<file path="config.mk">
export PLATFORM = sky130hd
export DESIGN_NAME = block_path_stepper
export DESIGN_NICKNAME = d
export VERILOG_FILES = /design/src/rtl/block_path_stepper_pkg.sv /design/src/rtl/block_path_stepper_leg.sv /design/src/rtl/block_path_stepper.sv
export SDC_FILE = /design/constraint.sdc
export NUM_CORES = 1
export LEC_CHECK = 0
export ABC_AREA = 1
export BUFFER_PORTS_ARGS = -buffer_cell sky130_fd_sc_hd__buf_2
export CAP_MARGIN = 10
export CORE_UTILIZATION = 55
export CTS_CLUSTER_SIZE = 20
export DETAILED_ROUTE_END_ITERATION = 8
export GPL_ROUTABILITY_DRIVEN = 1
export HOLD_SLACK_MARGIN = 0.12
export PLACE_DENSITY = 0.84
export SLEW_MARGIN = 30
export SYNTH_ARGS = -nofsm -noshare
export SYNTH_HDL_FRONTEND = slang
export SYNTH_SLANG_ARGS = --single-unit
</file>
<file path="constraint.sdc">
create_clock -name i_Clk -period 5.75 [get_ports i_Clk]
set_input_delay 0.8625 -clock i_Clk [delete_from_list [all_inputs] [get_ports i_Clk]]
set_output_delay 0.8625 -clock i_Clk [all_outputs]
set_load 0.01 [all_outputs]
</file>
<file path="src/rtl/block_path_stepper_pkg.sv">
// Shared types for the block path stepper: FSM states, axis selector and
// board-index to (col, row) conversion.
package block_path_stepper_pkg;

  localparam int COORD_W = 16;

  typedef logic [COORD_W-1:0] coord_t;

  typedef struct packed {
    coord_t col;
    coord_t row;
  } cell_t;

  typedef enum logic [2:0] {
    S_IDLE,
    S_TRAVEL_X,
    S_TRAVEL_Y,
    S_GRAB,
    S_CARRY_X,
    S_CARRY_Y,
    S_RELEASE,
    S_DONE
  } state_e;

  typedef enum logic {
    AXIS_X,
    AXIS_Y
  } axis_e;

  function automatic cell_t split_cell(input coord_t idx, input coord_t cols);
    cell_t c;
    c.col = idx % cols;
    c.row = idx / cols;
    return c;
  endfunction

endpackage

</file>
<file path="src/rtl/block_path_stepper_leg.sv">
// One stepper leg: low/high half-periods per step, N steps, latched direction.
// STEPPER_RAMP_EN doubles the phase length for the first RAMP_STEPS pulses.
module stepper_leg #(
  parameter int HALF_PERIOD = 25000,
  parameter int RAMP_STEPS  = 16,
  parameter int STEP_W      = 10
) (
  input  logic              clk_i,
  input  logic              rst_ni,
  input  logic              start_i,
  input  logic [STEP_W-1:0] count_i,
  input  logic              dir_i,
  output logic              step_o,
  output logic              dir_o,
  output logic              leg_done_o
);

  localparam int PH_W = $clog2(2 * HALF_PERIOD);
  localparam logic [PH_W-1:0] PH_LAST = PH_W'(2 * HALF_PERIOD - 1);
  localparam logic [PH_W-1:0] PH_HIGH = PH_W'(HALF_PERIOD);
`ifdef STEPPER_RAMP_EN
  localparam bit RAMP_EN = 1'b1;
`else
  localparam bit RAMP_EN = 1'b0;
`endif

  logic              active_q, dir_q, step_q, tick_q;
  logic [PH_W-1:0]   phase_q, phase_d;
  logic [STEP_W-1:0] steps_q, ramp_q, ramp_load;
  logic              slow, adv, wrap;

  // During ramp the phase counter advances every other cycle, doubling each phase.
  assign ramp_load  = !RAMP_EN ? '0 :
                      (int'(count_i) < RAMP_STEPS) ? count_i : STEP_W'(RAMP_STEPS);
  assign slow       = (ramp_q != '0);
  assign adv        = !slow || tick_q;
  assign wrap       = adv && (phase_q == PH_LAST);
  assign phase_d    = !adv ? phase_q : (wrap ? '0 : phase_q + PH_W'(1));
  assign leg_done_o = active_q && wrap && (steps_q == STEP_W'(1));
  assign step_o     = step_q;
  assign dir_o      = dir_q;

  always_ff @(posedge clk_i or negedge rst_ni) begin
    if (!rst_ni) begin
      active_q <= 1'b0;
      dir_q    <= 1'b0;
      step_q   <= 1'b0;
      tick_q   <= 1'b0;
      phase_q  <= '0;
      steps_q  <= '0;
      ramp_q   <= '0;
    end else if (start_i) begin
      active_q <= 1'b1;
      dir_q    <= dir_i;
      step_q   <= 1'b0;
      tick_q   <= 1'b0;
      phase_q  <= '0;
      steps_q  <= count_i;
      ramp_q   <= ramp_load;
    end else if (active_q) begin
      phase_q <= phase_d;
      step_q  <= (phase_d >= PH_HIGH);
      tick_q  <= slow && !tick_q;
      if (wrap) begin
        steps_q <= steps_q - STEP_W'(1);
        if (slow) ramp_q <= ramp_q - STEP_W'(1);
      end
      if (leg_done_o) begin
        active_q <= 1'b0;
        step_q   <= 1'b0;
      end
    end
  end

endmodule

</file>
<file path="src/rtl/block_path_stepper.sv">
// Gantry move controller: travel to start cell, grab, carry to end cell, release.
// Optional acceleration ramp in the shared leg when STEPPER_RAMP_EN is defined.
module block_path_stepper
  import block_path_stepper_pkg::*;
#(
  parameter int COLS           = 4,
  parameter int ROWS           = 5,
  parameter int CELL_W         = $clog2(COLS * ROWS),
  parameter int STEPS_PER_CELL = 200,
  parameter int HALF_PERIOD    = 25000,
  parameter int SETTLE_CYCLES  = 2500000,
  parameter int RAMP_STEPS     = 16
) (
  input  logic              i_Clk,
  input  logic              i_rst_n,
  input  logic              i_en,
  input  logic [CELL_W-1:0] i_Start_Block,
  input  logic [CELL_W-1:0] i_End_Block,
  output logic              o_step_control_x,
  output logic              o_step_control_y,
  output logic              o_direction_x,
  output logic              o_direction_y,
  output logic              o_magnet,
  output logic              o_busy,
  output logic              o_done,
  output logic              o_err
);

  localparam int MAX_DIM = (COLS > ROWS) ? COLS : ROWS;
  localparam int STEP_W  = $clog2(MAX_DIM * STEPS_PER_CELL + 1);
  localparam int SET_W   = $clog2(SETTLE_CYCLES + 1);
  localparam int N_CELLS = COLS * ROWS;

  state_e            state_q;
  cell_t             head_q, start_q, end_q, in_start, in_end;
  logic [SET_W-1:0]  settle_q;
  logic              skip_q, magnet_q, busy_q, done_q, err_q;
  axis_e             leg_axis_q;
  logic              hold_x_q, hold_y_q;

  logic              req_ok, settle_end, leg_fin;
  logic              plan_vld;
  axis_e             plan_axis;
  coord_t            plan_from, plan_to, plan_dist;
  logic              leg_start, leg_dir_d, leg_step, leg_dir, leg_done;
  logic [STEP_W-1:0] leg_count;

  assign in_start   = split_cell(COORD_W'(i_Start_Block), COORD_W'(COLS));
  assign in_end     = split_cell(COORD_W'(i_End_Block), COORD_W'(COLS));
  assign req_ok     = (int'(i_Start_Block) < N_CELLS) && (int'(i_End_Block) < N_CELLS);
  assign settle_end = (settle_q == '0);
  assign leg_fin    = skip_q || leg_done;

  // Leg command for the state being entered, so the leg starts on state entry.
  always_comb begin
    plan_vld  = 1'b0;
    plan_axis = AXIS_X;
    plan_from = '0;
    plan_to   = '0;
    case (state_q)
      S_IDLE:     if (i_en && req_ok) begin
                    plan_vld = 1'b1; plan_axis = AXIS_X;
                    plan_from = head_q.col; plan_to = in_start.col;
                  end
      S_TRAVEL_X: if (leg_fin) begin
                    plan_vld = 1'b1; plan_axis = AXIS_Y;
                    plan_from = head_q.row; plan_to = start_q.row;
                  end
      S_GRAB:     if (settle_end) begin
                    plan_vld = 1'b1; plan_axis = AXIS_X;
                    plan_from = start_q.col; plan_to = end_q.col;
                  end
      S_CARRY_X:  if (leg_fin) begin
                    plan_vld = 1'b1; plan_axis = AXIS_Y;
                    plan_from = start_q.row; plan_to = end_q.row;
                  end
      default: ;
    endcase
  end

  assign plan_dist = (plan_to > plan_from) ? plan_to - plan_from : plan_from - plan_to;
  assign leg_start = plan_vld && (plan_to != plan_from);
  assign leg_dir_d = (plan_to > plan_from);
  assign leg_count = STEP_W'(plan_dist * STEPS_PER_CELL);

  stepper_leg #(
    .HALF_PERIOD (HALF_PERIOD),
    .RAMP_STEPS  (RAMP_STEPS),
    .STEP_W      (STEP_W)
  ) u_leg (
    .clk_i      (i_Clk),
    .rst_ni     (i_rst_n),
    .start_i    (leg_start),
    .count_i    (leg_count),
    .dir_i      (leg_dir_d),
    .step_o     (leg_step),
    .dir_o      (leg_dir),
    .leg_done_o (leg_done)
  );

  always_ff @(posedge i_Clk or negedge i_rst_n) begin
    if (!i_rst_n) begin
      state_q    <= S_IDLE;
      head_q     <= '0;
      start_q    <= '0;
      end_q      <= '0;
      settle_q   <= '0;
      skip_q     <= 1'b0;
      magnet_q   <= 1'b0;
      busy_q     <= 1'b0;
      done_q     <= 1'b0;
      err_q      <= 1'b0;
      leg_axis_q <= AXIS_X;
      hold_x_q   <= 1'b0;
      hold_y_q   <= 1'b0;
    end else begin
      done_q <= 1'b0;
      err_q  <= 1'b0;
      if (plan_vld) skip_q <= !leg_start;
      // The shared leg only remembers the latest direction; park the other axis's.
      if (leg_start) begin
        if (plan_axis != leg_axis_q) begin
          if (leg_axis_q == AXIS_X) hold_x_q <= leg_dir;
          else                      hold_y_q <= leg_dir;
        end
        leg_axis_q <= plan_axis;
      end
      case (state_q)
        S_IDLE: if (i_en) begin
          if (req_ok) begin
            start_q <= in_start;
            end_q   <= in_end;
            busy_q  <= 1'b1;
            state_q <= S_TRAVEL_X;
          end else begin
            err_q <= 1'b1;
          end
        end
        S_TRAVEL_X: if (leg_fin) state_q <= S_TRAVEL_Y;
        S_TRAVEL_Y: if (leg_fin) begin
          state_q  <= S_GRAB;
          magnet_q <= 1'b1;
          settle_q <= SET_W'(SETTLE_CYCLES - 1);
        end
        S_GRAB: if (settle_end) state_q <= S_CARRY_X;
                else            settle_q <= settle_q - SET_W'(1);
        S_CARRY_X: if (leg_fin) state_q <= S_CARRY_Y;
        S_CARRY_Y: if (leg_fin) begin
          state_q  <= S_RELEASE;
          magnet_q <= 1'b0;
          settle_q <= SET_W'(SETTLE_CYCLES - 1);
        end
        S_RELEASE: if (settle_end) begin
          state_q <= S_DONE;
          done_q  <= 1'b1;
        end else begin
          settle_q <= settle_q - SET_W'(1);
        end
        S_DONE: begin
          state_q <= S_IDLE;
          busy_q  <= 1'b0;
          head_q  <= end_q;
        end
        default: state_q <= S_IDLE;
      endcase
    end
  end

  assign o_step_control_x = leg_step && (leg_axis_q == AXIS_X);
  assign o_step_control_y = leg_step && (leg_axis_q == AXIS_Y);
  assign o_direction_x    = (leg_axis_q == AXIS_X) ? leg_dir : hold_x_q;
  assign o_direction_y    = (leg_axis_q == AXIS_Y) ? leg_dir : hold_y_q;
  assign o_magnet         = magnet_q;
  assign o_busy           = busy_q;
  assign o_done           = done_q;
  assign o_err            = err_q;

endmodule
</file>
# --- Word level (Yosys, flattened, before mapping) ---
# Cells that the tools add are included.
totals:
  latch_bits: 0
  n_memories: 0
  in_bits: 13
  reg_bits: 88
  output_inout_bits: 8
  rom_bits: 0
  word_cells: 148
  mem_bits_rw: 0
op_classes:
  magnitude_cmp: 4
  bitwise: 1
  eq_ne: 21
  n_div: 0
  reduce_logical: 34
  shift: 0
  n_addsub: 6
  multipliers: 1
  muxes: 58
ops:
  columns: ["operator", "n"]
  rows:
  - ["two-way mux 16 bit", 5]
  - ["two-way mux 10 bit", 7]
  - ["two-way mux 22 bit", 2]
  - ["case mux 22 bit (2 select lines)", 1]
  - ["two-way mux 3 bit", 11]
  - ["subtractor 16 bit", 2]
  - ["case mux 3 bit (4 select lines)", 2]
  - ["case mux 3 bit (8 select lines)", 1]
  - ["zero test 22 bit", 1]
  - ["two-way mux 1 bit", 22]
  - ["subtractor 22 x 1 -> 22 bit, second input constant", 1]
  - ["subtractor 10 x 1 -> 10 bit, second input constant", 2]
  - ["!= test 2 bit, second input constant", 9]
  - ["adder 16 x 1 -> 16 bit, second input constant", 1]
  - ["== test 16 bit, second input constant", 1]
  - ["greater-or-equal comparator 16 x 15 -> 1 bit, second input constant", 1]
  - ["greater-than comparator 16 bit", 1]
  - ["multiplier 16 x 5 -> 7 bit, second input constant", 1]
  - ["!= test 16 bit", 1]
  - ["AND reduction 3 bit", 5]
  - ["== test 3 bit, second input constant", 4]
  - ["nonzero test 2 bit", 6]
  - ["== test 10 x 1 -> 1 bit, second input constant", 1]
  - ["less-than comparator 5 bit, second input constant", 2]
  - ["other kinds (16)", 35]

# --- Longest topological paths before layout ---
# Gate-level depths: netlist of run 1.
logic_depth:
  ltp_word: 13
  depth_mapped: 31
  depth_no_buf: 30

# --- By module ---
# Synthesis of run 1 repeated with hierarchy kept, for this count alone.
hier_totals:
  cells_unflattened: 843
  area_unflattened_um2: 5930.7
modules_own_cells:
  columns: ["mod", "area_per_inst_um2", "n_inst", "cells_per_inst", "seq_area_each_um2"]
  rows:
  - ["block_path_stepper", 3275.6, 1, 467, 1201.2]
  - ["stepper_leg", 2655.0, 1, 376, 1001.0]

# --- Least setup slack after synthesis of run 1 ---
# No wires, ideal clock.
synth_timing:
  path_type: "input-to-reg"
  from: "input port i_Start_Block[3]"
  to: "register u_leg.steps_q[9]"
  stages: 28
  t_required_ps: 5623
  path_slack_ps: 536
  setup_time_ps: 127
  n_path_buf: 0
  t_arrival_ps: 5088
  path_cell_list: "o21ai_0 -> nand2_1 -> nor2_1 -> nand2_1 -> inv_2 -> nand2_1 -> a21boi_0 -> nand3_1 -> inv_1 -> ha_1 -> inv_1 -> fa_1 -> fa_1 -> nand2_1 -> inv_1 -> nand2_1 -> nand2_1 -> ha_1 -> ha_1 -> ha_1 -> fa_1 -> xnor2_1 -> xnor2_1 -> xor2_1 -> xor2_1 -> nand2_1 -> nand2_1 -> o21ai_0"
synth_between:
  elab_chain_len: 9
  elab_cells_between_ends: 20
  classes_between: "add/sub: 2; mul: 1; order compare: 2; eq/ne: 1; mux: 8; reduce/logical: 6"
synth_lines:
  columns: ["element", "line", "source"]
  rows:
  - ["start, declared", "block_path_stepper.sv:17", "input logic [CELL_W-1:0] i_Start_Block,"]
  - ["less-than comparator 5 bit (*)", "block_path_stepper.sv:50", "assign req_ok = (int'(i_Start_Block) < N_CELLS) && (int'(i_End_Block) < N_CELLS);"]
  - ["logical AND 1 bit (*)", "block_path_stepper.sv:50", null]
  - ["logical AND 1 bit (*)", "block_path_stepper.sv:61", "S_IDLE: if (i_en && req_ok) begin"]
  - ["two-way mux 2 bit", "block_path_stepper.sv:61", null]
  - ["case mux 3 bit (4 select lines)", "block_path_stepper.sv:60", "case (state_q)"]
  - ["subtractor 16 bit, or another cell as far along", "block_path_stepper.sv:81", "assign plan_dist = (plan_to > plan_from) ? plan_to - plan_from : plan_from - plan_to;"]
  - ["two-way mux 16 bit / logical AND 1 bit (equally long branches)", "block_path_stepper.sv:81, block_path_stepper.sv:82", null]
  - ["multiplier 16 x 5 -> 7 bit / nonzero test 2 bit (equally long branches)", null, null]
  - ["two-way mux 10 bit / AND reduction 2 bit (equally long branches)", null, null]
  - ["end signal, assigned", "block_path_stepper_leg.sv:58", "steps_q <= count_i;"]
  - ["end signal, assigned", "block_path_stepper_leg.sv:65", "steps_q <= steps_q - STEP_W'(1);"]
  - ["end, declared", "block_path_stepper_leg.sv:29", "logic [STEP_W-1:0] steps_q, ramp_q, ramp_load;"]
# Every way passes the cells marked *; elsewhere a longest branch is shown, timed or not.
# A chain may end at the register's enable or synchronous reset.

# --- Final worst setup path of run 1 ---
layout_timing:
  from: "register u_leg.phase_q[0]"
  to: "register u_leg.steps_q[9]"
layout_between:
  elab_chain_len: 11
  elab_cells_between_ends: 23
  classes_between: "add/sub: 2; mul: 1; order compare: 1; eq/ne: 2; mux: 9; reduce/logical: 8"
layout_lines:
  columns: ["element", "line", "source"]
  rows:
  - ["start, declared", "block_path_stepper_leg.sv:28", "logic [PH_W-1:0] phase_q, phase_d;"]
  - ["start signal, assigned", "block_path_stepper_leg.sv:61", "phase_q <= phase_d;"]
  - ["== test 16 bit (*)", "block_path_stepper_leg.sv:37", "assign wrap = adv && (phase_q == PH_LAST);"]
  - ["logical AND 1 bit (*)", "block_path_stepper_leg.sv:37", null]
  - ["logical AND 1 bit (2 in a row)", "block_path_stepper_leg.sv:39", "assign leg_done_o = active_q && wrap && (steps_q == STEP_W'(1));"]
  - ["logical OR 1 bit", "block_path_stepper.sv:52", "assign leg_fin = skip_q || leg_done;"]
  - ["two-way mux 3 bit, on equally long branches", "block_path_stepper.sv:65, block_path_stepper.sv:73", null]
  - ["case mux 3 bit (4 select lines)", "block_path_stepper.sv:60", null]
  - ["subtractor 16 bit, or another cell as far along", "block_path_stepper.sv:81", null]
  - ["two-way mux 16 bit / logical AND 1 bit (equally long branches)", "block_path_stepper.sv:81, block_path_stepper.sv:82", null]
  - ["multiplier 16 x 5 -> 7 bit / nonzero test 2 bit (equally long branches)", null, null]
  - ["two-way mux 10 bit / AND reduction 2 bit (equally long branches)", null, null]
# Marks and branches as above.

==> results of run 1 <==
## power by group
group          switching (mW)  internal [mW]
Combinational          0.0141        0.00393
Clock                   0.227          0.345
Sequential                  0          0.618
Total                   0.241          0.967
## worst max-delay path, delay by kind of cell, from the launching register on
family	cells	cell delay [ns]
buffers and inverters	2	0.15
AOI/OAI and AO/OA	1	0.08
DFF	1	0.41
and+or+nand+nor	13	1.35
adders and majority gates	8	2.63
xor gates and xnor gates	4	0.70
## final cells by class
class | count | area (um2) | share of cell area [%]
clock buffer | 11 | 141 | 2.22
clock inverter | 5 | 128 | 2.01
inverter | 107 | 405 | 6.38
multi-input combinational | 551 | 3130 | 49.3
sequential | 88 | 2200 | 34.7
tap | 136 | 170 | 2.68
timing repair buffer | 30 | 178 | 2.80
## sequential cells by signal, indices dropped and copies added (netlist names), 3 cells and up
name	flops
u_leg.ramp_q	10
start_q	5
settle_q	22
state_q	3
end_q	5
head_q	5
u_leg.phase_q	16
u_leg.steps_q	10
## Yosys cell counts (all sizes together)
library cell,n,share of area [%]
a21oi,8,0.69
a31oi,1,0.11
o32ai,2,0.30
dfrtp,88,38
fa,5,1.7
xor2,42,6.3
clkbuf,4,0.26
and2,3,0.32
clkinv,1,0.086
nor3,18,1.7
nand3b,3,0.45
ha,19,4.1
nand4,12,1.8
a211oi,1,0.13
a21boi,2,0.26
nand3,59,5.1
o211ai,2,0.26
o21ai,79,7.0
o31ai,7,1.5
or2,2,0.26
o2111ai,1,0.15
a22oi,2,0.26
o22ai,6,0.65
o221ai,1,0.15
nand2,174,12
xnor2,5,0.75
inv,106,6.9
buf,13,1.7
nor4,5,0.54
nor2,92,6.7
## routing by layer
| layer | vias up | global-route usage (%) | part of all wire (%) |
|---|---|---|---|
| met1 | 2326 | 30.0 | 44 |
| met3 | 43 | 4.74 | 5.2 |
| li1 | 2502 | - | - |
| met5 | - | 0 | 0 |
| met2 | 144 | 41.1 | 48 |
| met4 | 0 | 9.56 | 2.6 |
## path summary, 6_finish.rpt
check | to | cells after the start
worst max-delay path | u_leg.steps_q[9] | 28
worst min-delay path | u_leg.ramp_q[5] | 1
worst max register to register | u_leg.steps_q[9] | 28
worst min register to register | o_busy | 2
max in group asynchronous | hold_y_q | 2
min in group i_Clk | o_busy | 2
## cell usage in the layout, fill, tap and decap left out, drive strengths merged, types with 3 or more instances in the layout
cell type  synthesis  routed
a21oi              8       8
and2               3       3
buf               13      30
bufinv             0       4
clkbuf             4      11
dfrtp             88      88
fa                 5       5
ha                19      19
inv              106     106
nand2            174     174
nand3             59      59
nand3b             3       3
nand4             12      12
nor2              92      92
nor3              18      18
nor4               5       5
o21ai             79      79
o22ai              6       6
o31ai              7       7
xnor2              5       5
xor2              42      42
## logic make-up after synthesis
logic type / after synthesis / share of synthesized area (%)
fa+ha+maj: 24 / 5.81
compound gates: 112 / 11.4
buf+inv: 124 / 8.90
simple gates: 368 / 28.9
flops: 88 / 37.8
xor+xnor: 47 / 7.07
## timing repair
item,CTS,global route
endpoints found under the setup margin,0,1
hold endpoints to repair,0,0
resized for setup,0,8
hold buffers,0,0
buffers inserted,0,3
==> summary.txt, run 1 <==
Outcome
  • Status: finished clean

Clocking
  • CTS tree: built
  • Num CTS Buffers: 9
  • Clock slew at reported path FFs: about 0.080 ns
  • TritonCTS Sinks: 88
  • Later-pin clock latency in the skew report: between 0.3 and 0.4 ns
  • Htree depth: 3
  • Clock Path Buffers: 2
  • CTS root buffer: clkbuf_8

Detailed routing
  • Vias after detailed routing: approximately 5,000
  • DR vias/cell: approximately 5.4
  • Routed wire per std cell: roughly 13 um
  • Post-route ant nets: 0
  • DRC errors left: 0
  • WL final: 12,500 um
  • 1st-pass router iterations: 5
  • First DRT Iteration DRCs: 271

GRT
  • Vias in the first global route: slightly below 5,000
  • GRT Overall Usage: roughly a quarter
  • Largest net degree at the start of global routing: 46
  • Initial antenna violation count: 0
  • GR Overflow Total: 0
  • First-pass GRT wire length: about 22,000 um

Place
  • Place WS: about 0.11 ns
  • Buffers on Ports: 20
  • Placer Congestion: ~0.91
  • DP Cell Count: approximately 900
  • DP HPWL: ~9000 um
  • DP Area: between 6000 and 7000 um2

Finish
  • Non-filler cells, final: slightly above 900
  • Share of cells above drive strength 1: around an eighth
  • Final Core Density: approximately three fifths
  • Final instance area: ~6400 um2
  • Area Overhead vs Synth: 9.20%
  • Nets: approximately 820
  • Fill cell count: 900
  • Antenna cells: 0

Job
  • Max-cap viol count: 0

Die
  • Die span in y: between 100 and 150 um
  • Floorplan row count: 37
  • Die Area: between 10,000 and 15,000 um2
  • Initial Util: 56.6%
  • Core Area: just over 10,000 um2
  • Die width: roughly 100 um
  • Boundary Pins: 21

Timing
  • Rel. slew slack: between 50 and 60%
  • WHS: around 0.48 ns
  • Setup TNS: 0 ns
  • Final Hold Viols: 0
  • RSZ-0062 raised after global routing: false
  • Final Cycle Share: around 94%
  • Fmax: 184 MHz
  • Transition time of the tightest slew-check pin: 0.726 ns
  • Final worst slack: 0.322 ns
  • Clock skew: 0.0146 ns
  • # setup viols final: 0
  • Slew Viols, Final: 0
  • Tmin final: 5.43 ns

Pwr
  • Maximum VDD drop: around 0.12 mV
  • Pleak: between 3 and 4 nW
  • Pwr dens: ~190 nW/um2
  • Power Total: about 1.2 mW

Setup path
  • Req. time, crit path: between 5 and 6 ns
  • Worst path max stage delay: about 0.45 ns
  • CP Class: reg2reg
  • FF-to-FF Start: u_leg.phase_q[0]
  • Critical path capture point type: register
  • CP Max Fanout: 11
  • Critical Path Start Type: register
  • Slowest cell on the critical path: fa_1
  • Worst R2R Setup Slack: around 0.32 ns
  • Critical path origin: u_leg.phase_q[0]
  • CP arrival: between 5 and 6 ns

Synthesis
  • Sequential area share after synthesis: between 30% and 40%
  • Synth Area per Inst: approximately 7.6 um2
  • Syn nets: 800
  • Seq cells post-synth: 88
  • Synth Instances: ~760
  • Distinct cell type count after synthesis: 45
  • Synth warnings: 0
  • Post-Syn Area: 5820 um2

Hold path
  • Hold crit path type: in2async
Note: power is estimated with default switching activity, not from simulation.
==> inputs of run 2 (changes only) <==
--- a/config.mk
+++ b/config.mk
@@ -6,7 +6,7 @@
 export NUM_CORES = 1
 export LEC_CHECK = 0
 export ABC_AREA = 1
-export BUFFER_PORTS_ARGS = -buffer_cell sky130_fd_sc_hd__buf_2
+export BUFFER_PORTS_ARGS = -buffer_cell sky130_fd_sc_hd__buf_4
 export CAP_MARGIN = 10
 export CORE_UTILIZATION = 55
 export CTS_CLUSTER_SIZE = 20
==> run 2 against run 1 <==
Against the previous run:
- clock skew is 0.0036 ns lower
- final cell count shrank 0.32%
- largest cell class unchanged
- highest routed layer unchanged
- sequential cell count unchanged
- sequential power about the same
- critical path depth did not move
==> summary.txt, run 2 (synthesis results as in run 1) <==
Outcome
  • Status: finished clean

GRT
  • Largest net degree at the start of global routing: 49
  • First-pass GRT wire length: 21,300 um
  • M2 GR Usage: slightly above 40%
  • Grt met1 use: a little over 30%
  • Vias in the first global route: 4,828
  • GR Overflow Total: 0
  • GRT Overall Usage: 23.7%
  • GR peak layer: met2
  • Met3 GRT Util: under 10%
  • Initial antenna violation count: 0

Detailed routing
  • 1st-pass router iterations: 5
  • Vias after detailed routing: around 5,000
  • First DRT Iteration DRCs: approximately 280
  • DR vias/cell: about 5.4
  • DRC errors left: 0
  • Post-route ant nets: 0
  • WL final: about 12,000 um
  • Routed wire per std cell: ~13 um

Timing
  • Final Cycle Share: between 90% and 100%
  • Final Hold Viols: 0
  • Setup TNS: 0 ns
  • RSZ-0062 raised after global routing: false
  • Clock skew: between 0.01 and 0.015 ns
  • # setup viols final: 0
  • Tmin final: 5.36 ns
  • Rel. slew slack: 49.8%
  • Fmax: 187 MHz
  • Slew Viols, Final: 0
  • Transition time of the tightest slew-check pin: between 0.7 and 0.8 ns

Finish
  • Max reg flops: 22
  • Top reg by flops: settle_q
  • Share of cells above drive strength 1: 11.5%
  • Commonest non-fill, non-tap cell in the layout: nand2_1
  • Antenna cells: 0
  • Final Core Density: approximately 60%
  • Nets: ~820
  • Area Overhead vs Synth: 8.86%
  • Largest regs: settle_q: 22 flops, u_leg.phase_q: 16 flops
  • Most frequent cells in the layout: nand2_1 (163), inv_1 (95), dfrtp_1 (88), nor2_1 (84), nand3_1 (59)

Clocking
  • Clock Path Buffers: 2
  • Clock slew at reported path FFs: approximately 0.09 ns
  • Htree depth: 3
  • Post-CTS Hold Fix Bufs: 0
  • Num CTS Buffers: 9
  • CTS tree: built
  • Later-pin clock latency in the skew report: roughly 0.37 ns
  • CTS root buffer: clkbuf_8
  • Post-CTS sizing: 0
  • Setup Buffers After CTS: 0
  • TritonCTS Sinks: 88

Pwr
  • Pleak: 3.30 nW
  • Maximum VDD drop: 0.118 mV
  • Pwr dens: 179 nW/um2

Place
  • DP HPWL: between 8000 and 9000 um
  • Buffers on Ports: 20
  • Placer Congestion: approximately 0.92

Setup path
  • Cell mode on critical path: nand2_1
  • CP arrival: around 5.6 ns
  • CP Max Fanout: 11
  • Req. time, crit path: about 6.0 ns
  • Critical Path Start Type: register
  • Buf+Inv Stages, Crit Path: 2
  • Worst path max stage delay: 0.47 ns
  • CP Class: reg2reg
  • CP delay by family, top: adder cells
  • Critical path capture point type: register
  • Slowest cell on the critical path: fa_1

Die
  • Die width: 105 um
  • Floorplan row count: 37
  • Die span in y: between 100 and 150 um
  • Core Area: 10,300 um2
  • Die Area: roughly 11,000 um2
  • Boundary Pins: 21
  • Initial Util: approximately 57%

Job
  • Max-cap viol count: 0

Hold path
  • Hold crit path type: in2async
==> run 2: cell type report <==
type	instances	area (um2)
clock buffer	10	138
clock inverter	6	91.3
fill	916	3940
inverter	107	405
multi-input combinational	551	3130
sequential	88	2200
tap	136	170
timing repair buffer	27	203
==> run 2: metrics by stage <==
stage / hold slack (ns) / power (mW) / worst slack [ns] / cell area, um2 / instances
floorplan: 0.449 / 0.632 / 0.536 / 5820 / 763
global placement: 0.465 / 0.651 / 0.318 / 6080 / 909
detailed placement: 0.466 / 0.652 / 0.170 / 6080 / 909
CTS: 0.491 / 1.14 / 0.271 / 6310 / 925
global route: 0.514 / 1.17 / 0.0211 / 6330 / 925
finish: 0.476 / 1.13 / 0.394 / 6330 / 925
==> run 2: worst paths after layout <==
path | slack [ns] | to | from | cells past startpoint
setup / recovery | 0.39 | u_leg.steps_q[9] | u_leg.phase_q[0] | 28
hold / removal | 0.48 | u_leg.ramp_q[9] | i_rst_n | 1
setup reg to reg | 0.39 | u_leg.steps_q[9] | u_leg.phase_q[0] | 28
hold reg to reg | 0.49 | start_q[2] | start_q[2] | 2
max in group asynchronous | 4.27 | settle_q[2] | i_rst_n | 2
min in group i_Clk | 0.49 | start_q[2] | start_q[2] | 2
==> run 2: routing by layer <==
layer  routed length [um]  vias to the layer above
met5                    0                        -
met4                  183                        0
met3                  509                       20
met2                 5950                      126
met1                 5530                     2337
li1                     -                     2502
==> run 2: worst reg2reg max path, delay by kind of cell, from the launching register on <==
kind,cells,cell delay [ns]
simple gates,13,1.36
fa+ha+maj,8,2.55
buf+inv,2,0.15
flops,1,0.41
compound gates,1,0.07
xor+xnor,4,0.69
==> run 2: report_power, final <==
group / total, mW / internal (mW) / leakage (nW) / switching, mW
sequential: 0.618 / 0.618 / 1.15 / 0
combinational: 0.0201 / 0.00598 / 2.03 / 0.0142
clock: 0.495 / 0.259 / 0.117 / 0.236
